$ cat config.mk
export PLATFORM = sky130hd
export DESIGN_NAME = uart_core_cfg_flat
export DESIGN_NICKNAME = d
export VERILOG_FILES = /design/src/rtl/uart_core_cfg_if.sv /design/src/rtl/uart_core_cfg.sv /design/src/flat_wrapper.sv
export SDC_FILE = /design/constraint.sdc
export NUM_CORES = 1
export LEC_CHECK = 0
export CORE_MARGIN = 8
export CORE_UTILIZATION = 35
export DETAILED_ROUTE_END_ITERATION = 12
export PLACE_DENSITY = 0.61
export SYNTH_ARGS = -nofsm -noshare
export SYNTH_HDL_FRONTEND = slang
export SYNTH_SLANG_ARGS = --single-unit
$ cat constraint.sdc
create_clock -name clk -period 5.23 [get_ports clk]
set_clock_uncertainty 0.2 [all_clocks]
set_input_delay 1.046 -clock clk [delete_from_list [all_inputs] [get_ports clk]]
set_output_delay 1.046 -clock clk [all_outputs]
set_load 0.005 [all_outputs]
$ cat src/rtl/uart_core_cfg_if.sv
// Host-side bundle for uart_core_cfg.
// Purpose: groups the TX valid/ready handshake and the RX result signals so
//          that the byte engine and the host logic connect through one port.
// Signals:
//   tx_valid, tx_data      host -> core  TX payload offer
//   tx_ready               core -> host  core idle and able to take a payload
//   rx_valid               core -> host  one-cycle pulse, frame received
//   rx_data                core -> host  received payload, held until next rx_valid
//   rx_parity_err          core -> host  parity mismatch, qualified by rx_valid
//   rx_frame_err           core -> host  stop bit sampled low, qualified by rx_valid
// Modports: master = host logic, slave = uart_core_cfg.
interface uart_core_cfg_if #(
  parameter int DATA_BITS = 8
);
  logic                 tx_valid;
  logic [DATA_BITS-1:0] tx_data;
  logic                 tx_ready;
  logic                 rx_valid;
  logic [DATA_BITS-1:0] rx_data;
  logic                 rx_parity_err;
  logic                 rx_frame_err;

  modport master (
    output tx_valid, tx_data,
    input  tx_ready, rx_valid, rx_data, rx_parity_err, rx_frame_err
  );

  modport slave (
    input  tx_valid, tx_data,
    output tx_ready, rx_valid, rx_data, rx_parity_err, rx_frame_err
  );
endinterface

$ cat src/rtl/uart_core_cfg.sv
// uart_core_cfg: parametrised full-duplex UART byte engine.
// Purpose: serialises host payloads onto uart_tx (valid/ready handshake) and
//          deserialises uart_rx frames with synchronisation, start-bit glitch
//          rejection and parity/framing error reporting. TX and RX are
//          fully independent.
// Ports:
//   clk      in   system clock, rising edge
//   rst      in   asynchronous active-high reset
//   bus      slave modport of uart_core_cfg_if (TX handshake, RX results)
//   uart_tx  out  serial line out, idle high, registered
//   uart_rx  in   serial line in, asynchronous to clk
module uart_core_cfg #(
  parameter int CLK_FREQ    = 100_000_000,
  parameter int BAUD_RATE   = 115_200,
  parameter int DATA_BITS   = 8,
  parameter int PARITY      = 0,
  parameter int STOP_BITS   = 1,
  parameter int SYNC_STAGES = 2
) (
  input  logic           clk,
  input  logic           rst,
  uart_core_cfg_if.slave bus,
  output logic           uart_tx,
  input  logic           uart_rx
);

  localparam int BIT_CYC = CLK_FREQ / BAUD_RATE;
  localparam int HALF    = BIT_CYC / 2;
  localparam int CNT_W   = $clog2(BIT_CYC + 1);
  localparam int IDX_W   = 4;
  localparam logic [CNT_W-1:0] BIT_MAX   = CNT_W'(BIT_CYC - 1);
  localparam logic [CNT_W-1:0] HALF_CNT  = CNT_W'(HALF);
  localparam logic [CNT_W-1:0] CNT_ONE   = CNT_W'(1);
  localparam logic [IDX_W-1:0] DATA_LAST = IDX_W'(DATA_BITS - 1);
  localparam logic [IDX_W-1:0] STOP_LAST = IDX_W'(STOP_BITS - 1);
  localparam logic [IDX_W-1:0] IDX_ONE   = IDX_W'(1);

  // Parameter legality is enforced at elaboration time.
  if (BIT_CYC < 4) begin : g_bad_baud
    $error("uart_core_cfg: CLK_FREQ/BAUD_RATE must be at least 4");
  end
  if (DATA_BITS < 5 || DATA_BITS > 9) begin : g_bad_data
    $error("uart_core_cfg: DATA_BITS must be 5..9");
  end
  if (PARITY < 0 || PARITY > 2) begin : g_bad_parity
    $error("uart_core_cfg: PARITY must be 0, 1 or 2");
  end
  if (STOP_BITS < 1 || STOP_BITS > 2) begin : g_bad_stop
    $error("uart_core_cfg: STOP_BITS must be 1 or 2");
  end
  if (SYNC_STAGES < 2) begin : g_bad_sync
    $error("uart_core_cfg: SYNC_STAGES must be at least 2");
  end

  typedef enum logic [2:0] {
    S_IDLE  = 3'd0,
    S_START = 3'd1,
    S_DATA  = 3'd2,
    S_PAR   = 3'd3,
    S_STOP  = 3'd4
  } state_e;

  // Parity bit for a payload: even parity is the plain XOR, odd is its inverse.
  function automatic logic par_bit(input logic [DATA_BITS-1:0] d);
    return (PARITY == 1) ? ~(^d) : (^d);
  endfunction

  // ---------------------------------------------------------------- TX ----
  state_e               tx_state_q, tx_state_d;
  logic [CNT_W-1:0]     tx_cnt_q, tx_cnt_d;
  logic [IDX_W-1:0]     tx_idx_q, tx_idx_d;
  logic [DATA_BITS-1:0] tx_shreg_q, tx_shreg_d;
  logic                 tx_par_q, tx_par_d;
  logic                 uart_tx_q, uart_tx_d;
  logic                 tx_ready_q, tx_ready_d;

  // TX next-state: uart_tx_d is the line level for the state being entered,
  // so the registered line changes exactly at each bit boundary.
  always_comb begin
    tx_state_d = tx_state_q;
    tx_cnt_d   = tx_cnt_q + CNT_ONE;
    tx_idx_d   = tx_idx_q;
    tx_shreg_d = tx_shreg_q;
    tx_par_d   = tx_par_q;
    uart_tx_d  = uart_tx_q;
    case (tx_state_q)
      S_IDLE: begin
        tx_cnt_d  = {CNT_W{1'b0}};
        tx_idx_d  = {IDX_W{1'b0}};
        uart_tx_d = 1'b1;
        if (bus.tx_valid && tx_ready_q) begin
          tx_state_d = S_START;
          tx_shreg_d = bus.tx_data;
          tx_par_d   = par_bit(bus.tx_data);
          uart_tx_d  = 1'b0;
        end else begin
          tx_state_d = S_IDLE;
        end
      end
      S_START: begin
        if (tx_cnt_q == BIT_MAX) begin
          tx_cnt_d   = {CNT_W{1'b0}};
          tx_state_d = S_DATA;
          uart_tx_d  = tx_shreg_q[0];
        end else begin
          tx_state_d = S_START;
        end
      end
      S_DATA: begin
        if (tx_cnt_q == BIT_MAX) begin
          tx_cnt_d = {CNT_W{1'b0}};
          if (tx_idx_q == DATA_LAST) begin
            tx_idx_d = {IDX_W{1'b0}};
            if (PARITY != 0) begin
              tx_state_d = S_PAR;
              uart_tx_d  = tx_par_q;
            end else begin
              tx_state_d = S_STOP;
              uart_tx_d  = 1'b1;
            end
          end else begin
            tx_idx_d   = tx_idx_q + IDX_ONE;
            tx_shreg_d = {1'b0, tx_shreg_q[DATA_BITS-1:1]};
            uart_tx_d  = tx_shreg_q[1];
          end
        end else begin
          tx_state_d = S_DATA;
        end
      end
      S_PAR: begin
        if (tx_cnt_q == BIT_MAX) begin
          tx_cnt_d   = {CNT_W{1'b0}};
          tx_state_d = S_STOP;
          uart_tx_d  = 1'b1;
        end else begin
          tx_state_d = S_PAR;
        end
      end
      S_STOP: begin
        uart_tx_d = 1'b1;
        if (tx_cnt_q == BIT_MAX) begin
          tx_cnt_d = {CNT_W{1'b0}};
          if (tx_idx_q == STOP_LAST) begin
            tx_state_d = S_IDLE;
          end else begin
            tx_idx_d = tx_idx_q + IDX_ONE;
          end
        end else begin
          tx_state_d = S_STOP;
        end
      end
      default: begin
        tx_state_d = S_IDLE;
        tx_cnt_d   = {CNT_W{1'b0}};
        uart_tx_d  = 1'b1;
      end
    endcase
    tx_ready_d = (tx_state_d == S_IDLE);
  end

  // TX state and output registers.
  always_ff @(posedge clk or posedge rst) begin
    if (rst) begin
      tx_state_q <= S_IDLE;
      tx_cnt_q   <= {CNT_W{1'b0}};
      tx_idx_q   <= {IDX_W{1'b0}};
      tx_shreg_q <= {DATA_BITS{1'b0}};
      tx_par_q   <= 1'b0;
      uart_tx_q  <= 1'b1;
      tx_ready_q <= 1'b1;
    end else begin
      tx_state_q <= tx_state_d;
      tx_cnt_q   <= tx_cnt_d;
      tx_idx_q   <= tx_idx_d;
      tx_shreg_q <= tx_shreg_d;
      tx_par_q   <= tx_par_d;
      uart_tx_q  <= uart_tx_d;
      tx_ready_q <= tx_ready_d;
    end
  end

  assign uart_tx      = uart_tx_q;
  assign bus.tx_ready = tx_ready_q;

  // ---------------------------------------------------------------- RX ----
  logic [SYNC_STAGES-1:0] sync_q;
  logic                   rxs;
  logic                   rxs_prev_q;
  state_e                 rx_state_q, rx_state_d;
  logic [CNT_W-1:0]       rx_cnt_q, rx_cnt_d;
  logic [IDX_W-1:0]       rx_idx_q, rx_idx_d;
  logic [DATA_BITS-1:0]   rx_shreg_q, rx_shreg_d;
  logic                   rx_perr_acc_q, rx_perr_acc_d;
  logic                   rx_ferr_acc_q, rx_ferr_acc_d;
  logic                   rx_valid_q, rx_valid_d;
  logic [DATA_BITS-1:0]   rx_data_q, rx_data_d;
  logic                   rx_perr_q, rx_perr_d;
  logic                   rx_ferr_q, rx_ferr_d;

  assign rxs = sync_q[SYNC_STAGES-1];

  // RX next-state. Only a 1->0 step of rxs starts a frame, so a line held
  // low after a framing error cannot retrigger until it has gone high again.
  always_comb begin
    rx_state_d    = rx_state_q;
    rx_cnt_d      = rx_cnt_q + CNT_ONE;
    rx_idx_d      = rx_idx_q;
    rx_shreg_d    = rx_shreg_q;
    rx_perr_acc_d = rx_perr_acc_q;
    rx_ferr_acc_d = rx_ferr_acc_q;
    rx_valid_d    = 1'b0;
    rx_data_d     = rx_data_q;
    rx_perr_d     = rx_perr_q;
    rx_ferr_d     = rx_ferr_q;
    case (rx_state_q)
      S_IDLE: begin
        rx_cnt_d = {CNT_W{1'b0}};
        if (rxs_prev_q && !rxs) begin
          // The edge cycle itself counts as cycle 0 of the start bit.
          rx_state_d    = S_START;
          rx_cnt_d      = CNT_ONE;
          rx_idx_d      = {IDX_W{1'b0}};
          rx_perr_acc_d = 1'b0;
          rx_ferr_acc_d = 1'b0;
        end else begin
          rx_state_d = S_IDLE;
        end
      end
      S_START: begin
        if (rx_cnt_q == HALF_CNT) begin
          rx_cnt_d = {CNT_W{1'b0}};
          if (rxs) begin
            rx_state_d = S_IDLE;
          end else begin
            rx_state_d = S_DATA;
          end
        end else begin
          rx_state_d = S_START;
        end
      end
      S_DATA: begin
        if (rx_cnt_q == BIT_MAX) begin
          rx_cnt_d   = {CNT_W{1'b0}};
          rx_shreg_d = {rxs, rx_shreg_q[DATA_BITS-1:1]};
          if (rx_idx_q == DATA_LAST) begin
            rx_idx_d = {IDX_W{1'b0}};
            if (PARITY != 0) begin
              rx_state_d = S_PAR;
            end else begin
              rx_state_d = S_STOP;
            end
          end else begin
            rx_idx_d = rx_idx_q + IDX_ONE;
          end
        end else begin
          rx_state_d = S_DATA;
        end
      end
      S_PAR: begin
        if (rx_cnt_q == BIT_MAX) begin
          rx_cnt_d      = {CNT_W{1'b0}};
          rx_perr_acc_d = rxs ^ par_bit(rx_shreg_q);
          rx_state_d    = S_STOP;
        end else begin
          rx_state_d = S_PAR;
        end
      end
      S_STOP: begin
        if (rx_cnt_q == BIT_MAX) begin
          rx_cnt_d      = {CNT_W{1'b0}};
          rx_ferr_acc_d = rx_ferr_acc_q | ~rxs;
          if (rx_idx_q == STOP_LAST) begin
            // Deliver now, mid stop bit, so the next start edge is not missed.
            rx_state_d = S_IDLE;
            rx_valid_d = 1'b1;
            rx_data_d  = rx_shreg_q;
            rx_perr_d  = rx_perr_acc_q;
            rx_ferr_d  = rx_ferr_acc_q | ~rxs;
          end else begin
            rx_idx_d = rx_idx_q + IDX_ONE;
          end
        end else begin
          rx_state_d = S_STOP;
        end
      end
      default: begin
        rx_state_d = S_IDLE;
        rx_cnt_d   = {CNT_W{1'b0}};
      end
    endcase
  end

  // RX synchroniser, edge history, state and output registers.
  always_ff @(posedge clk or posedge rst) begin
    if (rst) begin
      sync_q        <= {SYNC_STAGES{1'b1}};
      rxs_prev_q    <= 1'b1;
      rx_state_q    <= S_IDLE;
      rx_cnt_q      <= {CNT_W{1'b0}};
      rx_idx_q      <= {IDX_W{1'b0}};
      rx_shreg_q    <= {DATA_BITS{1'b0}};
      rx_perr_acc_q <= 1'b0;
      rx_ferr_acc_q <= 1'b0;
      rx_valid_q    <= 1'b0;
      rx_data_q     <= {DATA_BITS{1'b0}};
      rx_perr_q     <= 1'b0;
      rx_ferr_q     <= 1'b0;
    end else begin
      sync_q        <= {sync_q[SYNC_STAGES-2:0], uart_rx};
      rxs_prev_q    <= rxs;
      rx_state_q    <= rx_state_d;
      rx_cnt_q      <= rx_cnt_d;
      rx_idx_q      <= rx_idx_d;
      rx_shreg_q    <= rx_shreg_d;
      rx_perr_acc_q <= rx_perr_acc_d;
      rx_ferr_acc_q <= rx_ferr_acc_d;
      rx_valid_q    <= rx_valid_d;
      rx_data_q     <= rx_data_d;
      rx_perr_q     <= rx_perr_d;
      rx_ferr_q     <= rx_ferr_d;
    end
  end

  assign bus.rx_valid      = rx_valid_q;
  assign bus.rx_data       = rx_data_q;
  assign bus.rx_parity_err = rx_perr_q;
  assign bus.rx_frame_err  = rx_ferr_q;

endmodule

$ cat src/flat_wrapper.sv
// flat-port wrapper written by rule: the top's interface ports become plain ports
module uart_core_cfg_flat 
#(
  parameter int CLK_FREQ    = 100_000_000,
  parameter int BAUD_RATE   = 115_200,
  parameter int DATA_BITS   = 8,
  parameter int PARITY      = 0,
  parameter int STOP_BITS   = 1,
  parameter int SYNC_STAGES = 2
)
  (clk, rst, uart_tx, uart_rx, bus_tx_valid, bus_tx_data, bus_tx_ready, bus_rx_valid, bus_rx_data, bus_rx_parity_err, bus_rx_frame_err);
  uart_core_cfg_if #(.DATA_BITS(DATA_BITS)) bus_i ();
  input  logic clk;
  input  logic rst;
  output logic uart_tx;
  input  logic uart_rx;
  input wire logic [$bits(bus_i.tx_valid)-1:0] bus_tx_valid;
  input wire logic [$bits(bus_i.tx_data)-1:0] bus_tx_data;
  output wire logic [$bits(bus_i.tx_ready)-1:0] bus_tx_ready;
  output wire logic [$bits(bus_i.rx_valid)-1:0] bus_rx_valid;
  output wire logic [$bits(bus_i.rx_data)-1:0] bus_rx_data;
  output wire logic [$bits(bus_i.rx_parity_err)-1:0] bus_rx_parity_err;
  output wire logic [$bits(bus_i.rx_frame_err)-1:0] bus_rx_frame_err;
  assign bus_i.tx_valid = bus_tx_valid;
  assign bus_i.tx_data = bus_tx_data;
  assign bus_tx_ready = bus_i.tx_ready;
  assign bus_rx_valid = bus_i.rx_valid;
  assign bus_rx_data = bus_i.rx_data;
  assign bus_rx_parity_err = bus_i.rx_parity_err;
  assign bus_rx_frame_err = bus_i.rx_frame_err;
  uart_core_cfg #(.CLK_FREQ(CLK_FREQ), .BAUD_RATE(BAUD_RATE), .DATA_BITS(DATA_BITS), .PARITY(PARITY), .STOP_BITS(STOP_BITS), .SYNC_STAGES(SYNC_STAGES)) u_core (.clk(clk), .rst(rst), .bus(bus_i), .uart_tx(uart_tx), .uart_rx(uart_rx));
endmodule
After elaboration in Yosys (flattened, before gate mapping)
Cells that the tools add are included.
{ "totals": {"reg_bits": 68, "latchBits": 0, "ramBits": 0, "rom_bits": 0, "input_bits": 12, "out_inout_bits": 13, "wordCells": 129, "mem_count": 0} }
{ "op_classes": {"n_addsub": 4, "mul": 0, "div_mod_pow": 0, "n_lt_le_gt_ge": 0, "eq_ne": 27, "n_shift": 0, "mux": 52, "bitwise": 3, "reduce_logical": 25} }
{ "op_table": {"columns": ["operator", "n"], "rows": [
  ["10-bit 2-to-1 mux", 4],
  ["4-bit 2-to-1 mux", 9],
  ["3-bit 2-to-1 mux", 10],
  ["10-bit one-hot mux with 3 select lines", 1],
  ["3-bit one-hot mux with 5 select lines", 2],
  ["8-bit 2-to-1 mux", 3],
  ["4-bit one-hot mux with 3 select lines", 2],
  ["10-bit by 1-bit adder with 10-bit output, second input constant", 2],
  ["10-bit equality test, second input constant", 2],
  ["2-bit by 1-bit inequality test with 1-bit output, second input constant", 9],
  ["8-bit one-hot mux with 2 select lines", 1],
  ["1-bit 2-to-1 mux", 14],
  ["3-bit by 2-bit equality test with 1-bit output, second input constant", 4],
  ["3-bit AND reduction", 4],
  ["10-bit by 9-bit equality test with 1-bit output, second input constant", 1],
  ["3-bit logical NOT", 3],
  ["4-bit by 1-bit adder with 4-bit output, second input constant", 2],
  ["4-bit by 3-bit equality test with 1-bit output, second input constant", 2],
  ["4-bit logical NOT", 2],
  ["4-bit AND reduction", 2],
  ["8-bit parity", 1],
  ["3-bit by 1-bit equality test with 1-bit output, second input constant", 2],
  ["3-bit equality test, second input constant", 2],
  ["2-bit 2-to-1 mux", 3],
  ["15 further kinds", 24]
]} }

Logic depth before layout (Yosys ltp)
Gate-level depths: netlist (run 1).
{ "depth": {"ltp_word": 5, "depth_mapped": 8, "ltp_nobuf": 7} }

Worst setup path before layout (run 1)
No wires, ideal clock.
{ "synth_path": {"path_kind": "register to register", "startpoint": "reg u_core.tx_cnt_q[0]", "endpoint": "reg u_core.tx_ready_q, in the netlist u_core.bus.tx_ready", "setup_ps": 89, "arrival_time_ps": 1892, "required_time_ps": 4941, "path_slack_ps": 3049, "path_stages_with_launch": 8, "n_path_buf": 1, "period_less_slack_ps": 2181, "path_cell_list": "dfrtp_1 ha_1 or3b_1 or3_1 clkbuf_2 or3_1 a21oi_2 nor3_1"} }
{ "synth_between": {"elab_chain_len": 4, "elab_cells_between_ends": 7, "classes_between": "eq/ne: 1; mux: 5; reduce/logical: 1"} }
{ "synth_lines": {"columns": ["element", "line_no", "rtl"], "rows": [
  ["from (decl)", "uart_core_cfg.sv:70", "logic [CNT_W-1:0] tx_cnt_q, tx_cnt_d;"],
  ["from (signal assigned)", "uart_core_cfg.sv:165", "tx_cnt_q <= {CNT_W{1'b0}};"],
  ["from (signal assigned)", "uart_core_cfg.sv:173", "tx_cnt_q <= tx_cnt_d;"],
  ["10-bit equality test *", null, null],
  ["3-bit 2-to-1 mux (tied with other cells)", "uart_core_cfg.sv:141", "if (tx_cnt_q == BIT_MAX) begin"],
  ["3-bit one-hot mux with 5 select lines *", "uart_core_cfg.sv:86", "case (tx_state_q)"],
  ["net u_core.tx_state_d[1]", "uart_core_cfg.sv:69", "state_e tx_state_q, tx_state_d;"],
  ["3-bit logical NOT *", "uart_core_cfg.sv:158", "tx_ready_d = (tx_state_d == S_IDLE);"],
  ["net u_core.tx_ready_d", "uart_core_cfg.sv:75", "logic tx_ready_q, tx_ready_d;"],
  ["to (signal assigned)", "uart_core_cfg.sv:178", "tx_ready_q <= tx_ready_d;"],
  ["to (decl)", "uart_core_cfg.sv:75", null]
]} }
The timed path passes the listed nets; every way through them passes the cells marked *.
A chain may end at the register's enable or synchronous reset.

Final worst setup path (run 1)
{ "layout_path": {"startpoint": "reg u_core.rx_cnt_q[3]", "endpoint": "reg u_core.rx_idx_q[3]"} }
{ "layout_between": {"elab_chain_len": 3, "elab_cells_between_ends": 4, "classes_between": "eq/ne: 3; reduce/logical: 1"} }
{ "layout_lines": {"columns": ["element", "line_no", "rtl"], "rows": [
  ["from (decl)", "uart_core_cfg.sv:190", "logic [CNT_W-1:0] rx_cnt_q, rx_cnt_d;"],
  ["from (signal assigned)", "uart_core_cfg.sv:299", "rx_cnt_q <= {CNT_W{1'b0}};"],
  ["from (signal assigned)", "uart_core_cfg.sv:312", "rx_cnt_q <= rx_cnt_d;"],
  ["10-bit equality test *", "uart_core_cfg.sv:242, uart_core_cfg.sv:269", null],
  ["2-bit by 1-bit inequality test with 1-bit output (no source line)", null, null],
  ["5-bit AND reduction (no source line) *", null, null],
  ["to (signal assigned)", "uart_core_cfg.sv:300", "rx_idx_q <= {IDX_W{1'b0}};"],
  ["to (signal assigned)", "uart_core_cfg.sv:313", "rx_idx_q <= rx_idx_d;"],
  ["to (decl)", "uart_core_cfg.sv:191", "logic [IDX_W-1:0] rx_idx_q, rx_idx_d;"]
]} }
Every way passes the cells marked *; elsewhere a longest branch is shown, timed or not.

==> impl_metrics.yaml, run 1 <==
setup_path:
  crit_cells: 5
  slowest_stage: "nor4_2"
  crit_fanout: 11
  crit_chain: "or3b_1 > nor4_2 > a21boi_1 > or4_1 > nand2_1"
  max_stage_delay_ns: 0.76
  worstPathArrival_ns: 2.86
  critPathRequiredTime_ns: 5.31
  crit_path_end_kind: "flop"
  critical_path_class: "flop to flop"
  critical_path_buf_inv_count: 0
  r2r_cells: 5
  crit_family: "simple AND/OR/NAND/NOR gates"
  crit_path_start_kind: "flop"
place:
  dp_cells: 468
  place_congestion: 0.7663
  dp_hpwl_um: 4352
  dpl_cell_area_um2: 3752
  io_buffers: 24
sta:
  slew_viol_final: 0
  rsz0062_at_grt: "false"
  relSlewSlack: 0.2808
  hold_slack_ns: 0.1614
  hold_violations: 0
  setup-tns-final_ns: 0
  fin_crit_sh: 0.5313
  worst_slew_pin_slew_ns: 1.075
  timing.final.crit_period_ns: 2.779
  max_freq_mhz: 359.9
  finalSetupViolCount: 0
hold_path:
  hp-class: "flop to flop"
  hold_depth: 0
clocking:
  post-cts-setup-buffers: 0
  path_clk_slew_ns: 0.07
  cts.path.max_buffers: 2
  root_buffer: "clkbuf_8"
  clk_latency_ns: 0.34
  tritoncts: "yes"
  cts_buffers: 9
  cts_resized: 0
  clock-sinks: 68
  cts_htree_levels: 3
  hold_buffers: 0
power_and_ir_drop:
  power_density_nw_per_um2: 326.3
  p_leak_uw: 0.001655
  ir_drop_mv: 0.1392
detailed_routing:
  vias: 2370
  drc: 0
  drt_iter0_drc: 103
  via_per_inst: 4.897
  drtPass1Iterations: 4
  wl_per_cell_um: 12.84
  wl_um: 6216
  postRouteAntennaNets: 0
logic_synthesis:
  synth_seq_area_share: 0.5026
  syn_nets: 341
  yosys-top-cells-count: "63 x dfrtp_1, 36 x nor2_1, 20 x xnor2_1, 17 x mux2_2, 16 x o21ai_0"
  yosys_warnings: 0
  ys.flop_type: "dfrtp_1"
  avgSynthCellArea_um2: 10.55
  netlist_area_um2: 3398
  synth_top_area_frac: 0.4639
  synthCells: 322
  synth_seq_cells: 68
  yosys-top-cells-area: "dfrtp_1 46%, mux2_2 5.6%, xnor2_1 5.2%"
  synth_edf_count: 0
  yosysTopAreaCell: "dfrtp_1"
  async_reset_ff_frac: 1.000
  ys_types: 54
  synth.most_common_cell: "dfrtp_1"
floorplan:
  core_area_um2: 9594
  core.rowCount: 36
  initial_utilization: 0.3542
  ioPinCount: 25
  die_w_um: 114.5
  fp.dieH_um: 114.5
  die_area_um2: 13120
finish:
  drive_gt1_frac: 0.1396
  multi_input_area_um2: 1582
  fin_nets: 365
  area_growth_pct: 16.61
  postLayoutCellArea_um2: 3963
  utilization: 0.4130
  stdcell_count: 484
  antenna-diode-count: 0
  fillers: 926
  final-seq-area_um2: 1708
outcome:
  outcome: "finished clean"
global_route:
  grt_pass1_vias: 2378
  overflow: 0
  grt_util_all_layers: 0.1052
  grt_max_degree: 45
  antenna_found_initial: 0
  grt_pass1_wl_um: 11230
flow_run:
  cap_viol_max_count: 0
[layer usage]
metal | vias up | part of all wire | GRT usage
met1 | 1159 | 0.49 | 0.1372
met5 | - | 0 | 0
li1 | 1181 | - | -
met3 | 7 | 0.029 | 0.02637
met4 | 0 | 0.018 | 0.04614
met2 | 23 | 0.47 | 0.1607
[cells in the final DEF, fill, tap and decap left out, types with 2 or more instances in the layout]
master / instances
clkdlybuf4s50_1: 24
nor4_1: 3
dfrtp_1: 63
nor3b_1: 3
a31oi_1: 9
nor3_1: 8
nand2b_1: 4
nor2_1: 36
dfstp_2: 5
a21oi_1: 13
or3b_1: 2
nand3b_1: 5
mux2i_1: 10
nand4b_1: 3
mux2_2: 17
o21ai_0: 16
or4_1: 3
and2_1: 2
clkinvlp_4: 2
o31ai_1: 3
inv_1: 12
xnor2_1: 20
or3_1: 4
ha_1: 7
clkbuf_8: 11
xor2_1: 5
and3_1: 3
nand2_1: 14
nor2b_1: 3
nand3_1: 14
[registers in the layout, indices dropped and copies added (netlist names), 2 cells and up]
| signal | count |
|---|---|
| u_core.tx_state_q | 3 |
| u_core.rx_idx_q | 4 |
| u_core.rx_cnt_q | 10 |
| u_core.tx_cnt_q | 10 |
| u_core.bus.rx_data | 8 |
| u_core.rx_state_q | 3 |
| u_core.rx_shreg_q | 8 |
| u_core.tx_idx_q | 4 |
| u_core.tx_shreg_q | 8 |
| u_core.sync_q | 2 |
[report_power, final]
part | total, uW | internal (uW) | switching, uW
Sequential | 665 | 596 | 68.5
Combinational | 183 | 90.2 | 92.5
Clock | 446 | 247 | 199
Total | 1290 | 933 | 360
[final timing paths]
path | endpoint | slack [ns] | startpoint
min in group asynchronous | u_core.rx_shreg_q[5] | 1.03 | rst
worst min register to register | u_core.sync_q[1] | 0.16 | u_core.sync_q[0]
worst max register to register | u_core.rx_idx_q[3] | 2.45 | u_core.rx_cnt_q[3]
worst max-delay path | u_core.rx_idx_q[3] | 2.45 | u_core.rx_cnt_q[3]
worst min-delay path | u_core.sync_q[1] | 0.16 | u_core.sync_q[0]
max in group asynchronous | u_core.uart_tx | 2.90 | rst
[logic make-up after synthesis]
group                      synth area share
buffers and inverters               0.03203
AOI/OAI and AO/OA                   0.09389
adders and majority gates           0.02577
xor gates and xnor gates            0.06443
DFF                                  0.5026
and+or+nand+nor                      0.1922
muxes                               0.08910
[metrics by stage]
step | power, uW | setup slack [ns]
floorplan | 797.5 | 2.281
global placement | 853.5 | 2.437
detailed placement | 859.8 | 2.435
CTS | 1310 | 2.445
global route | 1371 | 2.161
finish | 1293 | 2.452
[area by class of cell]
cell class	count	share of cell area
clock buffer	11	0.03821
clock inverter	5	0.01484
inverter	13	0.01231
multi-input combinational	229	0.3991
sequential	68	0.4310
tap	133	0.04200
timing repair buffer	25	0.06252
[worst reg2reg max path, stage by stage, from the launching register on]
cell	delay, ns
dfrtp_1	0.41
or3b_1	0.43
nor4_2	0.76
a21boi_1	0.29
or4_1	0.56
nand2_1	0.07
Note: power is estimated with default switching activity, not from simulation.
==> run 2, diff against run 1 <==
Clock period 5.23 ns to 2.7 ns, I/O delays scaled along.
==> run 2 against run 1 <==
Against the previous run: clock power rose by 91%; global-route usage fell by 0.54 points; core utilization rose by 0.20 points; largest cell class unchanged; design area rose by 0.47%.
==> impl_metrics.yaml, run 2 (synthesized netlist as in run 1, its figures left out) <==
detailed_routing:
  wl_per_cell_um: 12.67
  drt_iter0_drc: 94
  drtPass1Iterations: 4
  wl_um: 6160
  drc: 0
  vias: 2397
  postRouteAntennaNets: 0
  via_per_inst: 4.932
finish:
  antenna-diode-count: 0
  stdcell_count: 486
  reg_top3: "u_core.rx_cnt_q: 10 flops, u_core.tx_cnt_q: 10 flops"
  multi_input_area_um2: 1582
  final_common_cell: "dfrtp_1"
  fin_nets: 367
  layout.cells.most_common_list: "63 x dfrtp_1, 36 x nor2_1, 24 x clkdlybuf4s50_1"
  area_growth_pct: 17.16
  fillers: 936
  drive_gt1_frac: 0.1445
  final-seq-area_um2: 1708
sta:
  rsz0062_at_grt: "false"
  fin_crit_sh: 0.8757
  setup-tns-final_ns: 0
  timing.final.crit_period_ns: 2.364
  slew_viol_final: 0
  worst_slew_pin_slew_ns: 0.4804
  hold_slack_ns: 0.1578
  finalSetupViolCount: 0
  relSlewSlack: 0.6792
  max_freq_mhz: 422.9
  hold_violations: 0
clocking:
  cts_htree_levels: 3
  clk_latency_ns: 0.34
  path_clk_slew_ns: 0.07
  cts.path.max_buffers: 2
  tritoncts: "yes"
  root_buffer: "clkbuf_8"
  clock-sinks: 68
  hold_buffers: 0
  cts_buffers: 9
  post-cts-setup-buffers: 0
  cts_resized: 0
outcome:
  outcome: "finished clean"
setup_path:
  crit_path_end_kind: "flop"
  crit_path_start_kind: "flop"
  r2r_cells: 6
  critical_path_class: "flop to flop"
  crit_chain: "ha_1 > or3b_1 > nor3_1 > a31o_2 > nand2_1 > mux2_2"
  max_stage_delay_ns: 0.39
  worstPathArrival_ns: 2.38
  setup.worst_path.start: "u_core.tx_cnt_q[0]"
  r2r_end: "u_core.tx_shreg_q[7]"
  regToRegStartpoint: "u_core.tx_cnt_q[0]"
  critPathRequiredTime_ns: 2.72
  slowest_stage: "dfrtp_1"
  r2r_slack_ns: 0.34
  crit_fanout: 15
hold_path:
  hold_depth: 0
  hold_path_end: "u_core.sync_q[1]"
  min_from: "u_core.sync_q[0]"
  hp-class: "flop to flop"
floorplan:
  core_area_um2: 9594
  fp.dieH_um: 114.5
  die_w_um: 114.5
  ioPinCount: 25
  core.rowCount: 36
  die_area_um2: 13120
  initial_utilization: 0.3542
place:
  place_congestion: 0.7650
  dp_cells: 470
  dp_hpwl_um: 4200
  io_buffers: 24
global_route:
  grt_pass1_wl_um: 10690
  grt_pass1_vias: 2332
  antenna_found_initial: 0
  grt_max_degree: 69
  grt_util_all_layers: 0.09980
  overflow: 0
power_and_ir_drop:
  power_density_nw_per_um2: 625.3
  p_leak_uw: 0.001666
  ir_drop_mv: 0.2435
flow_run:
  cap_viol_max_count: 0
run 2: cell count changes in the layout (fill, tap and decap cells not counted):
cell / before / now
buf_4: 1 / 2
inv_6: 1 / 0
buf_12: 0 / 1
clkinv_2: 1 / 2
clkbuf_8: 11 / 10
clkinv_4: 0 / 1
run 2: metrics by stage:
step | total power (uW) | cell area, um2 | util | worst slack, ns
2_1_floorplan | 1545 | 3398 | - | 0.2568
3_3_place_gp | 1655 | 3780 | 0.3940 | 0.4253
3_5_place_dp | 1662 | 3780 | 0.3940 | 0.3627
4_1_cts | 2521 | 3981 | 0.4150 | 0.3414
5_1_grt | 2632 | 3981 | 0.4150 | 0.2024
6_report | 2489 | 3981 | 0.4150 | 0.3356
run 2: how the worst max path moves through the flow:
stage | slack [ns] | endpoint | cells past startpoint
detailed placement | 0.36 | u_core.tx_shreg_q[7] | 6
finish | 0.34 | u_core.tx_shreg_q[7] | 6
CTS | 0.34 | u_core.tx_shreg_q[7] | 6
floorplan | 0.26 | u_core.bus.rx_data[0] | 1
global placement | 0.43 | u_core.bus.rx_data[2] | 5
global route | 0.20 | u_core.tx_shreg_q[7] | 6
run 2: power by group:
group	leakage, uW	internal [uW]	switching (uW)
Clock	0.0000983	450	402
Sequential	0.000890	1150	129
Combinational	0.000678	179	175
Total	0.00167	1780	707
run 2: routing by layer:
metal | global-route usage | routed length, um | vias up
met5 | 0 | 0 | -
met4 | 0.04614 | 103 | 0
met3 | 0.02637 | 189 | 8
met2 | 0.1544 | 2815 | 31
met1 | 0.1269 | 3052 | 1176
li1 | - | - | 1182
run 2: area by class of cell:
cell class	count	share of cell area
inverter	13	0.01226
clock buffer	10	0.03457
clock inverter	6	0.01603
timing repair buffer	27	0.06914
multi-input combinational	229	0.3972
tap	133	0.04180
sequential	68	0.4290
run 2: worst max-delay path, delay by kind of cell (launching register included):
kind	cells	cell delay (ns)
simple gates	3	0.76
flops	1	0.39
compound gates	1	0.39
mux	1	0.28
fa+ha+maj	1	0.22
